$ cat src/rtl/ucsbece154_mem_pkg.sv
// Shared types and helpers for the burst-read memory model feeding the I-cache refill path.
package ucsbece154_mem_pkg;

  typedef enum logic [1:0] {
    IDLE,
    T0_WAIT,
    GAP,
    BURST
  } state_t;

  localparam int unsigned WORD_BYTES          = 4;
  localparam int unsigned DEFAULT_BLOCK_WORDS = 4;
  localparam int unsigned OFFSET_BITS         = $clog2(DEFAULT_BLOCK_WORDS);

  // Offset within the block of burst word j; wrap selects critical-word-first ordering.
  function automatic int unsigned burst_offset(input int unsigned crit,
                                               input int unsigned j,
                                               input int unsigned block_words,
                                               input logic        wrap);
    if (wrap) return (crit + j) & (block_words - 1);
    return j & (block_words - 1);
  endfunction

endpackage

$ cat src/rtl/ucsbece154_burst_seq.sv
// Burst sequencer: request FSM, first-word/inter-word delay counting and burst offset generation.
module ucsbece154_burst_seq
  import ucsbece154_mem_pkg::*;
#(
  parameter  int unsigned IDX_W       = 8,
  parameter  int unsigned BLOCK_WORDS = 4,
  parameter  int unsigned T0_DELAY    = 40,
  parameter  int unsigned TN_DELAY    = 0,
  parameter  int unsigned WRAP_MODE   = 0,
  localparam int unsigned OFF_W       = $clog2(BLOCK_WORDS)
) (
  input  logic             clk,
  input  logic             reset,
  input  logic             req,
  input  logic [IDX_W-1:0] req_index,
  output logic             busy,
  output logic             issue,
  output logic [IDX_W-1:0] word_addr,
  output logic [OFF_W-1:0] offset
);

  localparam int unsigned DMAX = (T0_DELAY > TN_DELAY) ? T0_DELAY : TN_DELAY;
  localparam int unsigned DW   = (DMAX > 0) ? $clog2(DMAX + 1) : 1;
  localparam int unsigned WW   = OFF_W + 1;

  localparam logic [DW-1:0] T0_LAST   = DW'(T0_DELAY);
  localparam logic [DW-1:0] GAP_LAST  = (TN_DELAY > 0) ? DW'(TN_DELAY - 1) : '0;
  localparam logic [WW-1:0] LAST_WORD = WW'(BLOCK_WORDS - 1);

  state_t           state;
  state_t           after_issue;
  logic [DW-1:0]    dly;
  logic [WW-1:0]    word;
  logic [IDX_W-1:0] base;
  logic [OFF_W-1:0] crit;
  logic             last;

  always_comb begin
    issue = 1'b0;
    case (state)
      T0_WAIT: issue = (dly == T0_LAST);
      BURST:   issue = 1'b1;
      default: issue = 1'b0;
    endcase
  end

  assign offset      = OFF_W'(burst_offset(32'(crit), 32'(word), BLOCK_WORDS, WRAP_MODE != 0));
  assign word_addr   = base | IDX_W'(offset);
  assign last        = (word == LAST_WORD);
  assign after_issue = last ? IDLE : ((TN_DELAY > 0) ? GAP : BURST);

  // Busy is left untouched on the last-word edge so it stays high through that cycle.
  always_ff @(posedge clk or posedge reset) begin
    if (reset) begin
      state <= IDLE;
      dly   <= '0;
      word  <= '0;
      base  <= '0;
      crit  <= '0;
      busy  <= 1'b0;
    end else begin
      case (state)
        IDLE: begin
          busy <= req;
          if (req) begin
            base  <= req_index & ~IDX_W'(BLOCK_WORDS - 1);
            crit  <= req_index[OFF_W-1:0];
            dly   <= '0;
            word  <= '0;
            state <= T0_WAIT;
          end
        end
        T0_WAIT: begin
          if (dly == T0_LAST) begin
            state <= after_issue;
            word  <= word + WW'(1);
            dly   <= '0;
          end else begin
            dly <= dly + DW'(1);
          end
        end
        GAP: begin
          if (dly == GAP_LAST) begin
            state <= BURST;
          end else begin
            dly <= dly + DW'(1);
          end
        end
        BURST: begin
          state <= after_issue;
          word  <= word + WW'(1);
          dly   <= '0;
        end
        default: state <= IDLE;
      endcase
    end
  end

endmodule

$ cat src/rtl/ucsbece154_burst_mem.sv
// SDRAM-style burst read memory: preloaded word array, sequencer and registered cache-side outputs.
module ucsbece154_burst_mem
  import ucsbece154_mem_pkg::*;
#(
  parameter int unsigned TEXT_SIZE   = 256,
  parameter int unsigned BLOCK_WORDS = 4,
  parameter int unsigned T0_DELAY    = 40,
  parameter int unsigned TN_DELAY    = 0,
  parameter int unsigned WRAP_MODE   = 0,
  parameter logic [31:0] INIT_BASE   = 32'h00000013
) (
  input  logic                           clk,
  input  logic                           reset,
  input  logic                           ReadRequest,
  input  logic [31:0]                    ReadAddress,
  output logic [31:0]                    DataIn,
  output logic                           DataReady,
  output logic [$clog2(BLOCK_WORDS)-1:0] WordIndex,
  output logic                           Busy
);

  localparam int unsigned IDX_W     = $clog2(TEXT_SIZE);
  localparam int unsigned OFF_W     = $clog2(BLOCK_WORDS);
  localparam int unsigned BYTE_BITS = $clog2(WORD_BYTES);

  logic [31:0]      mem [TEXT_SIZE];
  logic             issue;
  logic [IDX_W-1:0] word_addr;
  logic [OFF_W-1:0] offset;
  logic             unused_addr;

  // Contents are fixed from time zero and never written, so reset leaves them alone.
  for (genvar i = 0; i < TEXT_SIZE; i++) begin : g_init
    assign mem[i] = INIT_BASE + 32'(i);
  end

  // Byte-lane and above-depth address bits do not select a word.
  assign unused_addr = ^ReadAddress;

  ucsbece154_burst_seq #(
    .IDX_W       (IDX_W),
    .BLOCK_WORDS (BLOCK_WORDS),
    .T0_DELAY    (T0_DELAY),
    .TN_DELAY    (TN_DELAY),
    .WRAP_MODE   (WRAP_MODE)
  ) u_seq (
    .clk       (clk),
    .reset     (reset),
    .req       (ReadRequest),
    .req_index (ReadAddress[BYTE_BITS +: IDX_W]),
    .busy      (Busy),
    .issue     (issue),
    .word_addr (word_addr),
    .offset    (offset)
  );

  always_ff @(posedge clk or posedge reset) begin
    if (reset) begin
      DataIn    <= '0;
      DataReady <= 1'b0;
      WordIndex <= '0;
    end else begin
      DataReady <= issue;
      if (issue) begin
        DataIn    <= mem[word_addr];
        WordIndex <= offset;
      end
    end
  end

endmodule

$ cat config.mk
export PLATFORM = sky130hd
export DESIGN_NAME = ucsbece154_burst_mem
export DESIGN_NICKNAME = d
export VERILOG_FILES = /design/src/rtl/ucsbece154_mem_pkg.sv /design/src/rtl/ucsbece154_burst_seq.sv /design/src/rtl/ucsbece154_burst_mem.sv
export SDC_FILE = /design/constraint.sdc
export NUM_CORES = 1
export LEC_CHECK = 0
export ABC_CLOCK_PERIOD_IN_PS = 5100
export CAP_MARGIN = 10
export CORE_AREA = 2 2 66 68
export CTS_CLUSTER_SIZE = 24
export DETAILED_ROUTE_END_ITERATION = 16
export DIE_AREA = 0 0 68 70
export PLACE_DENSITY = 0.82
export SLEW_MARGIN = 30
export SYNTH_ARGS = -nofsm -noshare
export SYNTH_HDL_FRONTEND = slang
export SYNTH_HIERARCHICAL = 1
export SYNTH_SLANG_ARGS = --single-unit
export TNS_END_PERCENT = 20
$ cat constraint.sdc
create_clock -name clk -period 5.1 [get_ports clk]
set_input_delay 0.765 -clock clk [delete_from_list [all_inputs] [get_ports clk]]
set_output_delay 0.765 -clock clk [all_outputs]
set_load 0.02 [all_outputs]
==> Word level (Yosys, flattened, before mapping) <==
Memory sizes are Yosys's and may differ from the RTL's. A register that Yosys moved wholly into a read port is not among the register bits.
Index checks and enable logic that the tools add are counted.
{ "classes": {"addsub": 2, "eq_ne": 9, "muxes": 13, "bitwise": 2, "n_reduce_logical": 7} }
{ "ops": {"columns": ["operator", "n"], "rows": [
  ["$pmux 6 s4", 1],
  ["$mux 6", 3],
  ["$not 8->9", 1],
  ["$pmux 3 s3", 1],
  ["$mux 2", 4],
  ["$or 8x2->8", 1],
  ["$pmux 2 s4", 1],
  ["$add 6x1->6 const B", 1],
  ["$eq 6x6->1 const B", 1],
  ["$logic_not 6->1", 1],
  ["$mux 3", 2],
  ["$reduce_and 3->1", 2],
  ["$eq 2x2->1 const B", 2],
  ["$ne 2x1->1 const B", 2],
  ["$ne 2x2->1 const B", 2],
  ["$reduce_and 2->1", 2],
  ["$add 3x1->3 const B", 1],
  ["$eq 3x2->1 const B", 1],
  ["$reduce_bool 3->1", 1],
  ["$eq 2x1->1 const B", 1],
  ["$logic_not 2->1", 1],
  ["$pmux 1 s2", 1]
]} }
{ "word_totals": {"reg_bits": 21, "mem_bits_ro": 8192, "inputBits": 35, "output_inout_bits": 36, "elab_cells": 41, "memories": 1} }
{ "mem_list": {"columns": ["name", "words", "word_bits", "read_ports", "rd_ports_with_merged_regs", "wr", "line_no", "rtl"], "rows": [
  ["(no name shown)", 256, 32, 1, 1, 0, "ucsbece154_burst_mem.sv:65", "DataIn <= mem[word_addr];"]
]} }

==> Longest topological paths before layout <==
Gate-level depths: netlist (run 1).
{ "logic_depth": {"ltp_word": 4, "mapped_depth": 10, "ltp_nobuf": 7} }

==> Modules after synthesis <==
Netlist (run 1), hierarchy kept.
{ "by_module_without_submodules": {"columns": ["module", "n_inst", "cells_each", "area_each_um2", "seq_area_each_um2"], "rows": [
  ["ucsbece154_burst_seq", 1, 96, 1057.3, 450.4],
  ["ucsbece154_burst_mem", 1, 82, 760.7, 300.3]
]} }

==> Worst setup path before layout (run 1) <==
No wires, ideal clock.
{ "synth_path": {"kind": "register -> register", "start": "reg u_seq.dly[0]", "end": "reg u_seq.word[0]", "setup_ns": 0.125, "arrival_ns": 1.793, "required_time_ns": 4.975, "setup_slack_ns": 3.182, "stages_incl_launch_ff": 8, "path_buffers": 1, "period_less_slack_ns": 1.918, "path_cell_list": "dfrtp_1 inv_1 ha_1 or3b_1 buf_6 o21ai_4 nor3b_4 mux2_4"} }
{ "synth_between": {"elab_chain_cells": 3} }
{ "synth_rtl": {"columns": ["element", "line_no", "rtl"], "rows": [
  ["from (decl)", "ucsbece154_burst_seq.sv:32", "logic [DW-1:0] dly;"],
  ["from (signal assigned)", "ucsbece154_burst_seq.sv:79", "dly <= dly + DW'(1);"],
  ["from (signal assigned)", "ucsbece154_burst_seq.sv:86", "dly <= dly + DW'(1);"],
  ["$eq 6x6->1", "ucsbece154_burst_seq.sv:74", "if (dly == T0_LAST) begin"],
  ["$ne 2x1->1 (no source line)", null, null],
  ["$reduce_and 3->1 (no source line)", null, null],
  ["to (signal assigned)", "ucsbece154_burst_seq.sv:76", "word <= word + WW'(1);"],
  ["to (signal assigned)", "ucsbece154_burst_seq.sv:91", "word <= word + WW'(1);"],
  ["to (decl)", "ucsbece154_burst_seq.sv:33", "logic [WW-1:0] word;"]
]} }
No other way between the ends.
A chain may end at the register's enable or synchronous reset.

==> Worst setup path in the final report (run 1) <==
{ "layout_path": {"start": "reg u_seq.dly[0]", "end": "reg DataIn[6]"} }
{ "layout_between": {"elab_chain_cells": 2} }
{ "layout_rtl": {"columns": ["element", "line_no", "rtl"], "rows": [
  ["$eq 6x6->1", "ucsbece154_burst_seq.sv:41", "T0_WAIT: issue = (dly == T0_LAST);"],
  ["$pmux 1 s2", "ucsbece154_burst_seq.sv:40", "case (state)"],
  ["named net issue", "ucsbece154_burst_mem.sv:27", "logic issue;"],
  ["to (decl)", "ucsbece154_burst_mem.sv:16", "output logic [31:0] DataIn,"]
]} }
The timed path passes the listed nets, and every way through them passes these cells.

==> qor.csv, run 1 <==
stage,metric,value,unit
worst_setup_path,reg-to-reg endpoint,DataIn[6]$_DFFE_PP0P_,
power_and_ir_drop,cell area power density,609,nW/um^2
worst_setup_path,CP Capture Type,flip-flop,
power_and_ir_drop,Net Sw Frac,39.0,%
worst_setup_path,Crit path buffers/inverters,1,
synthesis,sequential share of the synthesized area,41.3,%
sta,final worst setup slack,2.80,ns
synthesis,Area contributors post-synth,"dfrtp_1, buf_4, ha_1",
final_layout,n_diodes,0,
min_path,min-delay src,DataIn[2]$_DFFE_PP0P_,
worst_setup_path,FF-to-FF Start,u_seq/dly[0]$_DFFE_PP0P_,
drt,DRT Pass-1 Iters,4,
global_routing,largest net degree at the start of global routing,21,
worst_setup_path,cell family with most CP delay,compound AO/OA/AOI/OAI gates,
final_layout,final core occ,49.3,%
cts,clk buf depth,2,
drt,Vias/cell,4.79,
sta,final hold vios,0,
synthesis,cells after synthesis,178,
floorplanning,Die Y,70,um
cts,clk sinks,30,
placement,GPL Wtd Cong,0.831,
sta,Setup Viol. Count Final,0,
run_status,outcome,finished clean,
drt,residual DRC count,0,
sta,crit share post-route,45.2,%
drt,initial DRC count,85,
synthesis,share of the synthesized area in the top cell type,41.3,%
synthesis,async set-reset flop share out of synthesis,100,%
synthesis,library cells used by synthesis,40,
drt,Vias,1202,
worst_setup_path,critical path class,reg2reg,
cts,Worst-path clk slew,0.06,ns
worst_setup_path,Critical Path RT,5.29,ns
synthesis,Synth area leader,dfrtp_1,
placement,detailed-placement wirelength estimate,2.24,mm
cts,clk_lat worst skew,0.28,ns
drt,Wirelength per Cell,11.4,um
worst_setup_path,r2r setup slk,2.80,ns
floorplanning,Die Width,68,um
worst_setup_path,max incr delay on CP,0.51,ns
cts,root buf cell,clkbuf_8,
power_and_ir_drop,Reg power frac,33.5,%
worst_setup_path,crit path launch type,flip-flop,
final_layout,Filler cells,399,
cts,CTS Buf Count,5,
cts,"Hold-fix buffers, CTS",0,
min_path,worst hold stages,1,
min_path,HP Class,reg2reg,
synthesis,most frequent cell after synthesis,dfrtp_1,
synthesis,Post-Syn Area,1820,um^2
floorplanning,# rows,24,
final_layout,layout cells sized above 1,13.1,%
global_routing,gr usage total,13.9,%
flow_run,# Max-Cap Violations,0,
cts,post-CTS resize count,0,
sta,fin. max-slew vios,0,
cts,CTS tree,done,
synthesis,most instantiated cells after synthesis,"dfrtp_1, buf_4, inv_1",
placement,DP Worst Slack,2.82,ns
drt,DRT Wirelength,2.86,mm
global_routing,"Remaining Overflow, GRT",0,
global_routing,first-pass GRT wire length,4.97,mm
sta,Worst-Margin Slew,0.677,ns
worst_setup_path,crit path max fanout,20,
sta,Fin Setup TNS,0,ns
global_routing,vias in the first global route,1168,
final_layout,Layout area overhead,12.4,%
sta,f_max,434,MHz
synthesis,syn avg cell area,10.2,um^2
placement,Port-buffer cells,21,
global_routing,initial antenna violation count,0,
floorplanning,Core ar.,4140,um^2
power_and_ir_drop,leakage power,0.977,nW
worst_setup_path,Worst EP arrival,2.49,ns
floorplanning,I/O pin cnt,71,
synthesis,number of synthesized flops with an enable pin,0,
min_path,worst hold endpoint,DataIn[2]$_DFFE_PP0P_,
synthesis,Synth warnings,6,
power_and_ir_drop,combinational cell fraction of total power,50.8,%
power_and_ir_drop,Sw Pwr,0.486,mW
worst_setup_path,slowest CP cell,a21o_1,
worst_setup_path,R2R cell count,7,
synthesis,post-synthesis register bit count,30,
cts,# Post-CTS Setup Buffers,0,
drt,Post-DRT Antenna Nets,0,
cts,H-tree depth,2,
sta,Clock Skew,0.00700,ns
sta,Final min period,2.30,ns
floorplanning,die area,4760,um^2
sta,Slew headroom,54.8,%
worst_setup_path,"Critical Path, Cell by Cell",inv_1 > ha_1 > or3b_1 > nor2_1 > a21o_1 > o21ai_0 > o32ai_1,
sta,unrepaired setup endpoints after global routing,no,
floorplanning,Initial Utilization,43.9,%
power_and_ir_drop,Worst VDD drop,0.182,mV
final_layout,# nets final,245,
power_and_ir_drop,Internal Pwr Total,0.760,mW
power_and_ir_drop,clock power share,15.7,%
synthesis,ys flop type,dfrtp_1,
==> cell families after synthesis <==
family	count (synthesis)	synth area share, %
adder cells (fa/ha/maj)	12	8.26
multiplexers	15	9.15
XOR/XNOR	4	1.93
flip-flops	30	41.3
AO/OA/AOI/OAI	30	11.6
buffers and inverters	47	15.8
AND/OR/NAND/NOR	39	11.7
other	1	0.206
==> worst max-delay path by stage <==
| stage | from | to | slack, ns | cells past startpoint |
|---|---|---|---|---|
| floorplan | u_seq/dly[0]$_DFFE_PP0P_ | u_seq/word[0]$_DFFE_PP0P_ | 3.18 | 7 |
| global placement | u_seq/dly[0]$_DFFE_PP0P_ | DataIn[6]$_DFFE_PP0P_ | 2.84 | 7 |
| detailed placement | u_seq/dly[0]$_DFFE_PP0P_ | DataIn[6]$_DFFE_PP0P_ | 2.82 | 7 |
| CTS | u_seq/dly[0]$_DFFE_PP0P_ | DataIn[6]$_DFFE_PP0P_ | 2.79 | 7 |
| global route | u_seq/dly[0]$_DFFE_PP0P_ | DataIn[7]$_DFFE_PP0P_ | 2.60 | 7 |
| finish | u_seq/dly[0]$_DFFE_PP0P_ | DataIn[6]$_DFFE_PP0P_ | 2.80 | 7 |
==> placed cells by master, fill, tap and decap left out, drive strengths merged, types with 3 or more instances in the layout <==
| cell | n |
|---|---|
| a21oi | 7 |
| clkdlybuf4s50 | 21 |
| nor2 | 13 |
| nand3 | 3 |
| o21bai | 3 |
| clkbuf | 7 |
| conb | 23 |
| nand2b | 3 |
| mux2i | 5 |
| nand2 | 8 |
| mux2 | 10 |
| ha | 12 |
| o21ai | 7 |
| dfrtp | 30 |
| inv | 17 |
==> sequential cells by signal, summed over array words and instances, names as in the netlist <==
| signal | cells |
|---|---|
| WordIndex | 2 |
| u_seq/busy | 1 |
| u_seq/base | 6 |
| u_seq/dly | 6 |
| u_seq/word | 3 |
| DataReady | 1 |
| DataIn | 9 |
| u_seq/state | 2 |
==> per-stage QoR <==
stage | power (mW) | cell area, um^2 | cells | hold WS [ns]
finish | 1.25 | 2040 | 251 | 0.507
global route | 1.35 | 2040 | 251 | 0.523
CTS | 1.26 | 2040 | 251 | 0.513
detailed placement | 1.06 | 1950 | 243 | 0.500
global placement | 1.03 | 1950 | 243 | 0.490
floorplan | 0.920 | 1900 | 200 | 0.490
==> worst register-to-register path, stage by stage (launching register included) <==
cell	delay (ns)
dfrtp_1	0.41
inv_1	0.09
ha_1	0.13
or3b_1	0.48
nor2_1	0.15
a21o_1	0.51
o21ai_0	0.19
o32ai_1	0.25
==> power groups by stage <==
stage                     sequential [mW]  clock, mW  combinational, mW
after floorplan                     0.465          0              0.455
after global placement              0.415          0              0.615
after detailed placement            0.423          0              0.638
after CTS                           0.419      0.201              0.639
after global routing                0.434      0.209              0.706
final                               0.417      0.195              0.633
==> area by class of cell <==
cell class	instances	area, um^2	area share, %
multi-input cells	123	862	42.2
inverters	17	63.8	3.12
clock inverters	1	5.00	0.245
repair buffers	21	210	10.3
well taps	52	65.1	3.18
flip-flops and latches	30	751	36.7
clock buffers	7	86.3	4.23
==> layer usage <==
| metal | GRT usage (%) | share of wire [%] | vias to the layer above | routed length [um] |
|---|---|---|---|---|
| met5 | 0 | 0 | - | 0 |
| met4 | 7.33 | 2.4 | 0 | 68 |
| met3 | 3.38 | 3.9 | 7 | 110 |
| met2 | 23.5 | 53 | 32 | 1520 |
| met1 | 15.7 | 40 | 570 | 1150 |
| li1 | - | - | 593 | - |
(Power assumes the default switching activity.)
==> run 2, diff against run 1 <==
--- a/config.mk
+++ b/config.mk
@@ -5,13 +5,13 @@
 export SDC_FILE = /design/constraint.sdc
 export NUM_CORES = 1
 export LEC_CHECK = 0
-export ABC_CLOCK_PERIOD_IN_PS = 5100
+export ABC_CLOCK_PERIOD_IN_PS = 1900
 export CAP_MARGIN = 10
-export CORE_AREA = 2 2 66 68
+export CORE_AREA = 2 2 72 74
 export CTS_CLUSTER_SIZE = 24
 export DETAILED_ROUTE_END_ITERATION = 16
-export DIE_AREA = 0 0 68 70
-export PLACE_DENSITY = 0.82
+export DIE_AREA = 0 0 74 76
+export PLACE_DENSITY = 0.73
 export SLEW_MARGIN = 30
 export SYNTH_ARGS = -nofsm -noshare
 export SYNTH_HDL_FRONTEND = slang
==> constraint.sdc (replaced) <==
create_clock -name clk -period 1.9 [get_ports clk]
set_input_delay 0.285 -clock clk [delete_from_list [all_inputs] [get_ports clk]]
set_output_delay 0.285 -clock clk [all_outputs]
set_load 0.02 [all_outputs]
==> qor.csv, run 2 (same netlist as run 1, synthesis figures left out) <==
stage,metric,value,unit,change
run_status,outcome,finished clean,,
worst_setup_path,max incr delay on CP,0.40,ns,-0.11 ns
sta,Clock Skew,0.00758,ns,+0.000582 ns
flow_run,# Max-Cap Violations,0,,unchanged
floorplanning,Die Y,76,um,+8.6%
floorplanning,I/O pin cnt,71,,unchanged
power_and_ir_drop,Reg power frac,30.8,%,-2.7 points
final_layout,layout cells sized above 1,20.3,%,+7.2 points
sta,crit share post-route,98.8,%,+54 points
sta,Setup Viol. Count Final,0,,unchanged
final_layout,"leading cell types in the layout, fill and taps excluded","dfrtp_1, conb_1, clkdlybuf4s50_1, inv_1, nor2_1",,
placement,Area after DPL,2090,um^2,+7.2%
sta,f_max,533,MHz,+23%
worst_setup_path,CP Capture Type,flip-flop,,
sta,unrepaired setup endpoints after global routing,yes,,
worst_setup_path,critical path class,reg2reg,,
drt,residual DRC count,0,,unchanged
final_layout,n_diodes,0,,unchanged
sta,final worst setup slack,0.0236,ns,-2.77 ns
sta,fin. max-slew vios,0,,unchanged
worst_setup_path,FF-to-FF Start,u_seq/dly[0]$_DFFE_PP0P_,,
cts,Worst-path clk slew,0.06,ns,about the same
global_routing,first-pass GRT wire length,5.07,mm,+2.1%
power_and_ir_drop,combinational cell fraction of total power,55.7,%,+4.9 points
cts,H-tree depth,2,,unchanged
worst_setup_path,Critical Path RT,2.06,ns,-3.23 ns
final_layout,final core occ,44.9,%,-4.4 points
cts,clk buf depth,2,,unchanged
final_layout,max reg flops,9,,unchanged
cts,"Hold-fix buffers, CTS",0,,unchanged
placement,detailed-placement wirelength estimate,2.29,mm,+2.2%
worst_setup_path,slowest CP cell,or3b_4,,
worst_setup_path,Worst EP arrival,2.04,ns,-0.45 ns
drt,initial DRC count,46,,-46%
cts,root buf cell,clkbuf_8,,
power_and_ir_drop,leakage power,1.05,nW,+6.9%
power_and_ir_drop,Net Sw Frac,37.4,%,-1.6 points
worst_setup_path,Worst Setup SP,u_seq/dly[0]$_DFFE_PP0P_,,
drt,Vias/cell,4.36,,-8.9%
sta,Fin Setup TNS,0,ns,unchanged
final_layout,Layout area overhead,21.3,%,
drt,Post-DRT Antenna Nets,0,,unchanged
power_and_ir_drop,Sw Pwr,1.35,mW,+180%
worst_setup_path,crit path max fanout,3,,-85%
sta,WHS,0.348,ns,-0.159 ns
worst_setup_path,Crit path buffers/inverters,2,,+1
min_path,HP Class,in2async,,
placement,DP Worst Slack,-0.00295,ns,-2.82 ns
worst_setup_path,crit path launch type,flip-flop,,
floorplanning,# rows,26,,+8.3%
global_routing,"Remaining Overflow, GRT",0,,unchanged
cts,CTS tree,done,,
final_layout,Biggest register,DataIn,,
global_routing,initial antenna violation count,0,,unchanged
global_routing,gr usage total,11.5,%,-2.4 points
final_layout,Largest regs,"DataIn: 9 flops, u_seq/base: 6 flops, u_seq/dly: 6 flops",,
drt,Wirelength per Cell,10.5,um,-7.5%
final_layout,Filler cells,475,,+19%
power_and_ir_drop,Internal Pwr Total,2.26,mW,+200%
final_layout,"most common cell after layout, fill and taps aside",dfrtp_1,,
drt,Vias,1230,,+2.3%
final_layout,# nets final,260,,+6.1%
power_and_ir_drop,clock power share,13.6,%,-2.1 points
sta,final hold vios,0,,unchanged
global_routing,largest net degree at the start of global routing,19,,-9.5%
drt,DRT Pass-1 Iters,4,,unchanged
cts,clk_lat worst skew,0.27,ns,about the same
floorplanning,Die Width,74,um,+8.8%
global_routing,vias in the first global route,1182,,+1.2%
drt,DRT Wirelength,2.97,mm,+4.0%
cts,clk sinks,30,,unchanged
power_and_ir_drop,cell area power density,1640,nW/um^2,+170%
floorplanning,die area,5620,um^2,+18%
placement,GPL Wtd Cong,0.804,,-3.2%
power_and_ir_drop,Worst VDD drop,0.575,mV,+220%
cts,CTS Buf Count,5,,unchanged
final_layout,fin area,2200,um^2,+7.9%
sta,Final min period,1.88,ns,-0.427 ns
worst_setup_path,cell family with most CP delay,simple AND/OR/NAND/NOR gates,,
floorplanning,Core ar.,4910,um^2,+19%
placement,Port-buffer cells,21,,unchanged
floorplanning,Initial Utilization,37.0,%,-6.9 points
worst_setup_path,"Critical Path, Cell by Cell",inv_2 > ha_1 > or3b_4 > buf_6 > o21ai_4 > nor3b_4 > mux2_4,,
run 2: per-layer routing:
| metal | track usage [%] | routed length, um | vias to the layer above |
|---|---|---|---|
| met1 | 13.8 | 1340 | 578 |
| met3 | 4.76 | 136 | 5 |
| met2 | 19.1 | 1470 | 28 |
| met5 | 0 | 0 | - |
| li1 | - | - | 619 |
| met4 | 2.73 | 24 | 0 |
run 2: through the flow:
stage	total power, mW	std cells
after CTS	3.62	281
after floorplan	2.47	200
final	3.61	282
after detailed placement	3.08	275
after global routing	3.90	282
after global placement	3.02	275
run 2: cell type report:
type	instances	area (um^2)	area share, %
Inverter	17	63.8	2.89
Multi-Input combinational cell	123	877	39.8
Timing Repair Buffer	36	343	15.6
Tap cell	70	87.6	3.97
Clock buffer	6	82.6	3.75
Sequential cell	30	751	34.1
run 2: what timing repair did:
item,4_1_cts,5_1_grt
gates cloned,0,0
resized for setup,2,4
setup endpoints to repair,7,13
endpoints found under the hold margin,0,0
pin swaps,0,1
buffers inserted,0,1
run 2: power groups by stage:
stage	registers [mW]	logic, mW	clock network [mW]
after detailed placement	1.13	1.95	0
after global placement	1.11	1.91	0
final	1.11	2.01	0.489
after CTS	1.12	2.00	0.510
after floorplan	1.25	1.22	0
after global routing	1.16	2.21	0.540
run 2: worst paths after layout:
check                      depth (start not counted)  slack [ns]                   endpoint
setup / recovery                                   7        0.02  u_seq/word[0]$_DFFE_PP0P_
hold / removal                                     2        0.35      DataIn[2]$_DFFE_PP0P_
setup reg to reg                                   7        0.02  u_seq/word[0]$_DFFE_PP0P_
hold reg to reg                                    1        0.51      DataIn[2]$_DFFE_PP0P_
max in group asynchronous                          2        1.25        DataReady$_DFF_PP0_
min in group clk                                   1        0.51      DataIn[2]$_DFFE_PP0P_
run 2: worst reg2reg max path: stages (launching register included):
cell and delay [ns]:
dfrtp_1 0.38, inv_2 0.06, ha_1 0.14, or3b_4 0.40, buf_6 0.13, o21ai_4 0.11, nor3b_4 0.22, mux2_4 0.31
